**config.mk**
```make
export PLATFORM = sky130hd
export DESIGN_NAME = ext_seq_controller
export DESIGN_NICKNAME = d
export VERILOG_FILES = /design/src/rtl/ext_seq_pkg.sv /design/src/rtl/ext_seq_controller_timer.sv /design/src/rtl/ext_seq_controller.sv
export SDC_FILE = /design/constraint.sdc
export NUM_CORES = 1
export LEC_CHECK = 0
export BUFFER_PORTS_ARGS = -buffer_cell sky130_fd_sc_hd__buf_2
export CAP_MARGIN = 40
export CORE_MARGIN = 10
export CORE_UTILIZATION = 44
export CTS_CLUSTER_SIZE = 14
export DETAILED_ROUTE_END_ITERATION = 10
export PLACE_DENSITY = 0.85
export SLEW_MARGIN = 5
export SYNTH_ARGS = -nofsm -noshare
export SYNTH_HDL_FRONTEND = slang
export SYNTH_HIERARCHICAL = 1
export SYNTH_SLANG_ARGS = --single-unit
export TNS_END_PERCENT = 100
```
**constraint.sdc**
```tcl
create_clock -name clk -period 2.76 [get_ports clk]
set_input_delay 0 -clock clk [delete_from_list [all_inputs] [get_ports clk]]
set_output_delay 0 -clock clk [all_outputs]
set_load 0.005 [all_outputs]
```
**src/rtl/ext_seq_pkg.sv**
```systemverilog
// Shared opcodes, FSM state type and channel-select width for the extension sequencer.
package ext_seq_pkg;

  localparam logic [4:0] OP_EXT_R = 5'b00010;
  localparam logic [4:0] OP_EXT_I = 5'b01010;
  localparam int         SEL_W    = 3;

  typedef enum logic [1:0] {
    IDLE  = 2'd0,
    ISSUE = 2'd1,
    WAIT  = 2'd2,
    WB    = 2'd3
  } state_t;

  function automatic logic is_ext_op(input logic [4:0] op);
    return (op == OP_EXT_R) || (op == OP_EXT_I);
  endfunction

endpackage

```
**src/rtl/ext_seq_controller_timer.sv**
```systemverilog
// Saturating up-counter used as the issue/done timeout; terminal is high at all-ones.
module ext_seq_timer #(
  parameter int TIMEOUT_W = 8
) (
  input  logic clk,
  input  logic rst_n,
  input  logic clr,
  input  logic en,
  output logic terminal
);

  logic [TIMEOUT_W-1:0] count_q, count_d;

  assign terminal = &count_q;

  // Holds at the terminal count instead of wrapping.
  always_comb begin
    count_d = count_q;
    if (clr) begin
      count_d = '0;
    end else if (en && !terminal) begin
      count_d = count_q + {{(TIMEOUT_W-1){1'b0}}, 1'b1};
    end
  end

  always_ff @(posedge clk or negedge rst_n) begin
    if (!rst_n) begin
      count_q <= '0;
    end else begin
      count_q <= count_d;
    end
  end

endmodule

```
**src/rtl/ext_seq_controller.sv**
```systemverilog
// Multi-cycle sequencer for custom extension opcodes: issue, done-wait, timeout, writeback.
// Optional performance counters are built when EXT_SEQ_PERF_EN is defined.
module ext_seq_controller
  import ext_seq_pkg::*;
#(
  parameter int NUM_EXT   = 4,
  parameter int XLEN      = 32,
  parameter int TIMEOUT_W = 8
) (
  input  logic                    clk,
  input  logic                    rst_n,
  input  logic                    inst_valid,
  input  logic [4:0]              opcode,
  input  logic [2:0]              funct3,
  input  logic [XLEN-1:0]         rs1_val,
  input  logic [11:0]             imm,
  output logic [NUM_EXT-1:0]      ext_req_valid,
  input  logic [NUM_EXT-1:0]      ext_req_ready,
  output logic [XLEN-1:0]         ext_arg,
  output logic [11:0]             ext_cnt,
  input  logic [NUM_EXT-1:0]      ext_done,
  input  logic [NUM_EXT*XLEN-1:0] ext_rdata,
  output logic                    stall,
  output logic                    wb_we,
  output logic [XLEN-1:0]         wb_data,
  output logic                    err,
  output logic                    busy,
  output state_t                  dbg_state
`ifdef EXT_SEQ_PERF_EN
  ,
  output logic [31:0]             perf_busy_cycles,
  output logic [15:0]             perf_timeouts
`endif
);

  state_t                  state_q, state_d;
  logic [SEL_W-1:0]        sel_q, sel_d;
  logic [XLEN-1:0]         arg_q, arg_d;
  logic [11:0]             cnt_q, cnt_d;
  logic                    need_wb_q, need_wb_d;
  logic [XLEN-1:0]         wb_data_q, wb_data_d;
  logic                    err_q, err_d;

  logic                    hit, legal;
  logic [NUM_EXT-1:0]      sel_mask;
  logic                    accept, done_sel;
  logic [NUM_EXT*XLEN-1:0] rdata_shift;
  logic                    timer_clr, timer_en, timer_term, timeout_evt;

  assign hit   = inst_valid && is_ext_op(opcode);
  assign legal = (funct3 != 3'd0) && (32'(funct3) < NUM_EXT);

  // Channel handshakes are filtered through the one-hot mask of the latched channel.
  assign sel_mask    = {{(NUM_EXT-1){1'b0}}, 1'b1} << sel_q;
  assign accept      = |(ext_req_ready & sel_mask);
  assign done_sel    = |(ext_done & sel_mask);
  assign rdata_shift = ext_rdata >> (32'(sel_q) * 32'(XLEN));

  ext_seq_timer #(
    .TIMEOUT_W(TIMEOUT_W)
  ) u_timer (
    .clk      (clk),
    .rst_n    (rst_n),
    .clr      (timer_clr),
    .en       (timer_en),
    .terminal (timer_term)
  );

  always_comb begin
    state_d     = state_q;
    sel_d       = sel_q;
    arg_d       = arg_q;
    cnt_d       = cnt_q;
    need_wb_d   = need_wb_q;
    wb_data_d   = wb_data_q;
    err_d       = 1'b0;
    timer_clr   = 1'b0;
    timer_en    = 1'b0;
    timeout_evt = 1'b0;
    case (state_q)
      IDLE: begin
        if (hit && legal) begin
          sel_d     = funct3;
          arg_d     = rs1_val;
          cnt_d     = (opcode == OP_EXT_I) ? imm : 12'd1;
          need_wb_d = (opcode == OP_EXT_R);
          timer_clr = 1'b1;
          state_d   = ISSUE;
        end else if (hit) begin
          err_d = 1'b1;
        end
      end
      ISSUE: begin
        timer_en = 1'b1;
        if (accept) begin
          timer_clr = 1'b1;
          state_d   = WAIT;
        end else if (timer_term) begin
          timeout_evt = 1'b1;
          err_d       = 1'b1;
          state_d     = IDLE;
        end
      end
      WAIT: begin
        timer_en = 1'b1;
        // Completion takes priority over a timeout landing in the same cycle.
        if (done_sel) begin
          if (need_wb_q) begin
            wb_data_d = rdata_shift[XLEN-1:0];
            state_d   = WB;
          end else begin
            state_d = IDLE;
          end
        end else if (timer_term) begin
          timeout_evt = 1'b1;
          err_d       = 1'b1;
          state_d     = IDLE;
        end
      end
      WB: begin
        state_d = IDLE;
      end
      default: begin
        state_d = IDLE;
      end
    endcase
  end

  always_ff @(posedge clk or negedge rst_n) begin
    if (!rst_n) begin
      state_q   <= IDLE;
      sel_q     <= '0;
      arg_q     <= '0;
      cnt_q     <= '0;
      need_wb_q <= 1'b0;
      wb_data_q <= '0;
      err_q     <= 1'b0;
    end else begin
      state_q   <= state_d;
      sel_q     <= sel_d;
      arg_q     <= arg_d;
      cnt_q     <= cnt_d;
      need_wb_q <= need_wb_d;
      wb_data_q <= wb_data_d;
      err_q     <= err_d;
    end
  end

  // Request valid is decoded from state so an async reset drops it at once.
  assign ext_req_valid = (state_q == ISSUE) ? sel_mask : '0;
  assign ext_arg       = arg_q;
  assign ext_cnt       = cnt_q;
  assign stall         = (state_q == ISSUE) || (state_q == WAIT) ||
                         ((state_q == IDLE) && hit && legal);
  assign wb_we         = (state_q == WB);
  assign wb_data       = wb_data_q;
  assign err           = err_q;
  assign busy          = (state_q != IDLE);
  assign dbg_state     = state_q;

`ifdef EXT_SEQ_PERF_EN
  logic [31:0] perf_busy_q, perf_busy_d;
  logic [15:0] perf_to_q, perf_to_d;

  always_comb begin
    perf_busy_d = perf_busy_q;
    perf_to_d   = perf_to_q;
    if (busy && !(&perf_busy_q)) begin
      perf_busy_d = perf_busy_q + 32'd1;
    end
    if (timeout_evt && !(&perf_to_q)) begin
      perf_to_d = perf_to_q + 16'd1;
    end
  end

  always_ff @(posedge clk or negedge rst_n) begin
    if (!rst_n) begin
      perf_busy_q <= '0;
      perf_to_q   <= '0;
    end else begin
      perf_busy_q <= perf_busy_d;
      perf_to_q   <= perf_to_d;
    end
  end

  assign perf_busy_cycles = perf_busy_q;
  assign perf_timeouts    = perf_to_q;
`else
  logic unused_timeout;
  assign unused_timeout = timeout_evt;
`endif

endmodule

```
==> impl_metrics.yaml <==
status:
  outcome: "completed"
yosys:
  ys_ff_latch: 91
  yosysTopAreaCellShare_pct: 48.5
  synthArstFlopShare_pct: 100
  synth_cells: 396
  ys_seq_area_share_pct: 48.5
  avgSynthCellArea_um2: 11.9
  yosys_most_used_dff: "dfrtp_1"
  synthTopCellsByArea: "dfrtp_1, mux4_2, mux2_2"
  synth_edf_count: 0
  synth_top_area_cell: "dfrtp_1"
  yosys_warnings: 6
  synth_nets: 592
  yosysUniqueCellTypes: 45
  synth_area_um2: 4700
floorplanning:
  num_rows: 37
  die_w_um: 123
  design.core.area_um2: 10400
  ios: 277
  dieArea_um2: 15200
  die_h_um: 123
  start_util_pct: 45.3
placement:
  place_area_um2: 6200
  gp_congestion: 0.967
  dpl.hpwl_mm: 13.2
  numPortBuffers: 276
  dp_cells: 788
timing:
  rsz0062_at_grt: "no"
  fmax_mhz: 456
  final_max_slew_viol_count: 0
  finalHoldViolCount: 0
  tightest_slew_ns: 0.577
  period_share_pct: 79.5
  period_needed_ns: 2.19
  finalSetupViolations: 0
  final.setup_skew_ns: 0.0149
  holdWs_ns: 0.127
  setup_tns_ns: 0
  relSlewSlack_pct: 61.5
critical_path:
  crit_type: "register to register"
  r2r_start: "dbg_state[0]"
  r2r_setup_slack_ns: 0.57
  critPathMaxFanout: 10
  required_ns: 3.00
  startpoint: "dbg_state[0]"
  crit_path_end_kind: "register"
  crit_path_start_kind: "register"
  r2r_cells: 7
  cp.arrival_ns: 2.44
layout:
  nets: 909
  fin_cells: 855
  final_area_um2: 6880
  synthToLayoutAreaGrowth_pct: 46.6
  drive_gt1_share_pct: 52.7
pwr:
  p_leak_nw: 3.52
  vdd_ir_drop_max_uv: 272
  powerDensity_nw_per_um2: 543
  p_total_w: 0.00374
detailed_routing:
  drt_iter0_drc: 248
  antenna_left: 0
  avgViaCountPerCell: 5.16
  drtPass1Iterations: 4
  wl_per_cell_um: 19.6
  drt_wl_total_mm: 16.8
  route.vias.total: 4411
  drc_errors: 0
cts:
  cts.sinks: 91
  cts_tree: "built"
  cts_setup_buffers: 0
  htree_levels: 3
  clk_latency_ns: 0.36
  clockRootBuffer: "clkbuf_8"
  clk_path_buf_depth: 2
  path_clk_slew_ns: 0.10
  cts_buffers: 9
global_route:
  grt_start_max_net_pins: 67
  gr-total-overflow: 0
  grt_pass1_vias: 5031
  grt_pass1_wl_mm: 25.8
  antenna_found_initial: 2
  grt_usage_pct: 21.6
job:
  cap_violations: 0
hold_path:
  holdPathStages: 4
  min_path_type: "input port to register"
  min_from: "ext_rdata[105]"
[final cells by class]
| type | count | area (µm²) |
|---|---|---|
| fillers | 822 | 3490 |
| flip-flops and latches | 91 | 2280 |
| multi-input cells | 258 | 2190 |
| repair buffers | 334 | 1990 |
| well taps | 136 | 170 |
| clock buffers | 10 | 138 |
| inverters | 19 | 71.3 |
| clock inverters | 5 | 38.8 |
| diodes | 2 | 5.00 |
[cell usage after synthesis, types with 2 or more instances]
master    count
mux4_2       34
nand3_1      11
dfrtp_1      91
inv_1        19
o32ai_1       2
a211oi_1      3
nand2_1      70
mux2_2       35
ha_1          5
nand2b_1      4
a21boi_0      2
o21bai_1      2
a21oi_1       8
a31oi_1       3
nor2_1        5
nor3_1        2
o21ai_0      45
buf_6         5
nand4_1       5
buf_2         6
clkbuf_1     15
[state kept, by name (all words and copies together), names as in the netlist]
register,flops
ext_arg,32
wb_data,32
ext_cnt,12
u_timer/count_q,8
sel_q,3
dbg_state,2
err,1
need_wb_q,1
[worst paths after layout]
| kind | endpoint |
|---|---|
| worst max register to register | u_timer/count_q[0] |
| worst min register to register | wb_data[31] |
| worst min-delay path | wb_data[9] |
| max in group asynchronous | ext_cnt[9] |
| worst max-delay path | u_timer/count_q[0] |
| min in group asynchronous | sel_q[2] |
[stage by stage]
step / worst slack, ns / utilization [%]
after CTS: 0.569 / 66.3
after global placement: 0.736 / 59.5
after global routing: 0.421 / 66.4
after detailed placement: 0.585 / 59.8
after floorplan: 0.559 / -
final: 0.566 / 66.4
[metal layers]
layer	routed length [µm]	GRT usage, %	vias up	part of all wire [%]
li1	-	-	2060	-
met1	5700	22.1	2085	34
met2	8920	38.6	225	53
met3	1490	7.11	41	8.9
met4	642	10.8	0	3.8
met5	0	0	-	0
[worst max-delay path, cell delays in order (launching register included)]
cell and delay, ns:
dfrtp_1 0.45, inv_1 0.13, ha_1 0.29, nand2_1 0.13, nor3_4 0.24, nand2b_1 0.35
and2b_1 0.23, mux2_4 0.26
[repair_timing]
action | in CTS | in global routing
hold buffers | 50 | 0
endpoints found under the hold margin | 91 | 0
setup endpoints to repair | 0 | 0
resized for setup | 0 | 0
[cells in the final DEF (no fill, tap or decap), types with 2 or more instances in the layout]
| cell type | count |
|---|---|
| clkbuf_8 | 10 |
| dfrtp_1 | 90 |
| buf_4 | 6 |
| nand4_1 | 5 |
| nor3_1 | 2 |
| o21ai_0 | 45 |
| mux2_2 | 35 |
| o32ai_1 | 2 |
| ha_1 | 5 |
| clkinv_4 | 2 |
| diode_2 | 2 |
| a21boi_0 | 2 |
| mux4_2 | 34 |
| inv_1 | 19 |
| a21oi_1 | 8 |
| buf_2 | 275 |
| dlygate4sd3_1 | 50 |
| nand2_1 | 70 |
| a211oi_1 | 3 |
| nand2b_1 | 4 |
| a31oi_1 | 3 |
| o21bai_1 | 2 |
| buf_12 | 2 |
| nand3_1 | 11 |
| nor2_1 | 5 |
[where the power goes]
part	switching, W	leakage (nW)	internal [W]
combinational	0.000534	2.24	0.000667
clock	0.000474	0.0887	0.000352
sequential	0.000186	1.19	0.00153
[logic make-up after synthesis]
group                      after synthesis  synth area share (%)
AOI/OAI and AO/OA                       68                  8.31
DFF                                     91                  48.5
and+or+nand+nor                        114                  11.8
muxes                                   71                  25.2
buffers and inverters                   47                  4.80
adders and majority gates                5                  1.33
No activity file was read; power rests on OpenSTA's default activity.
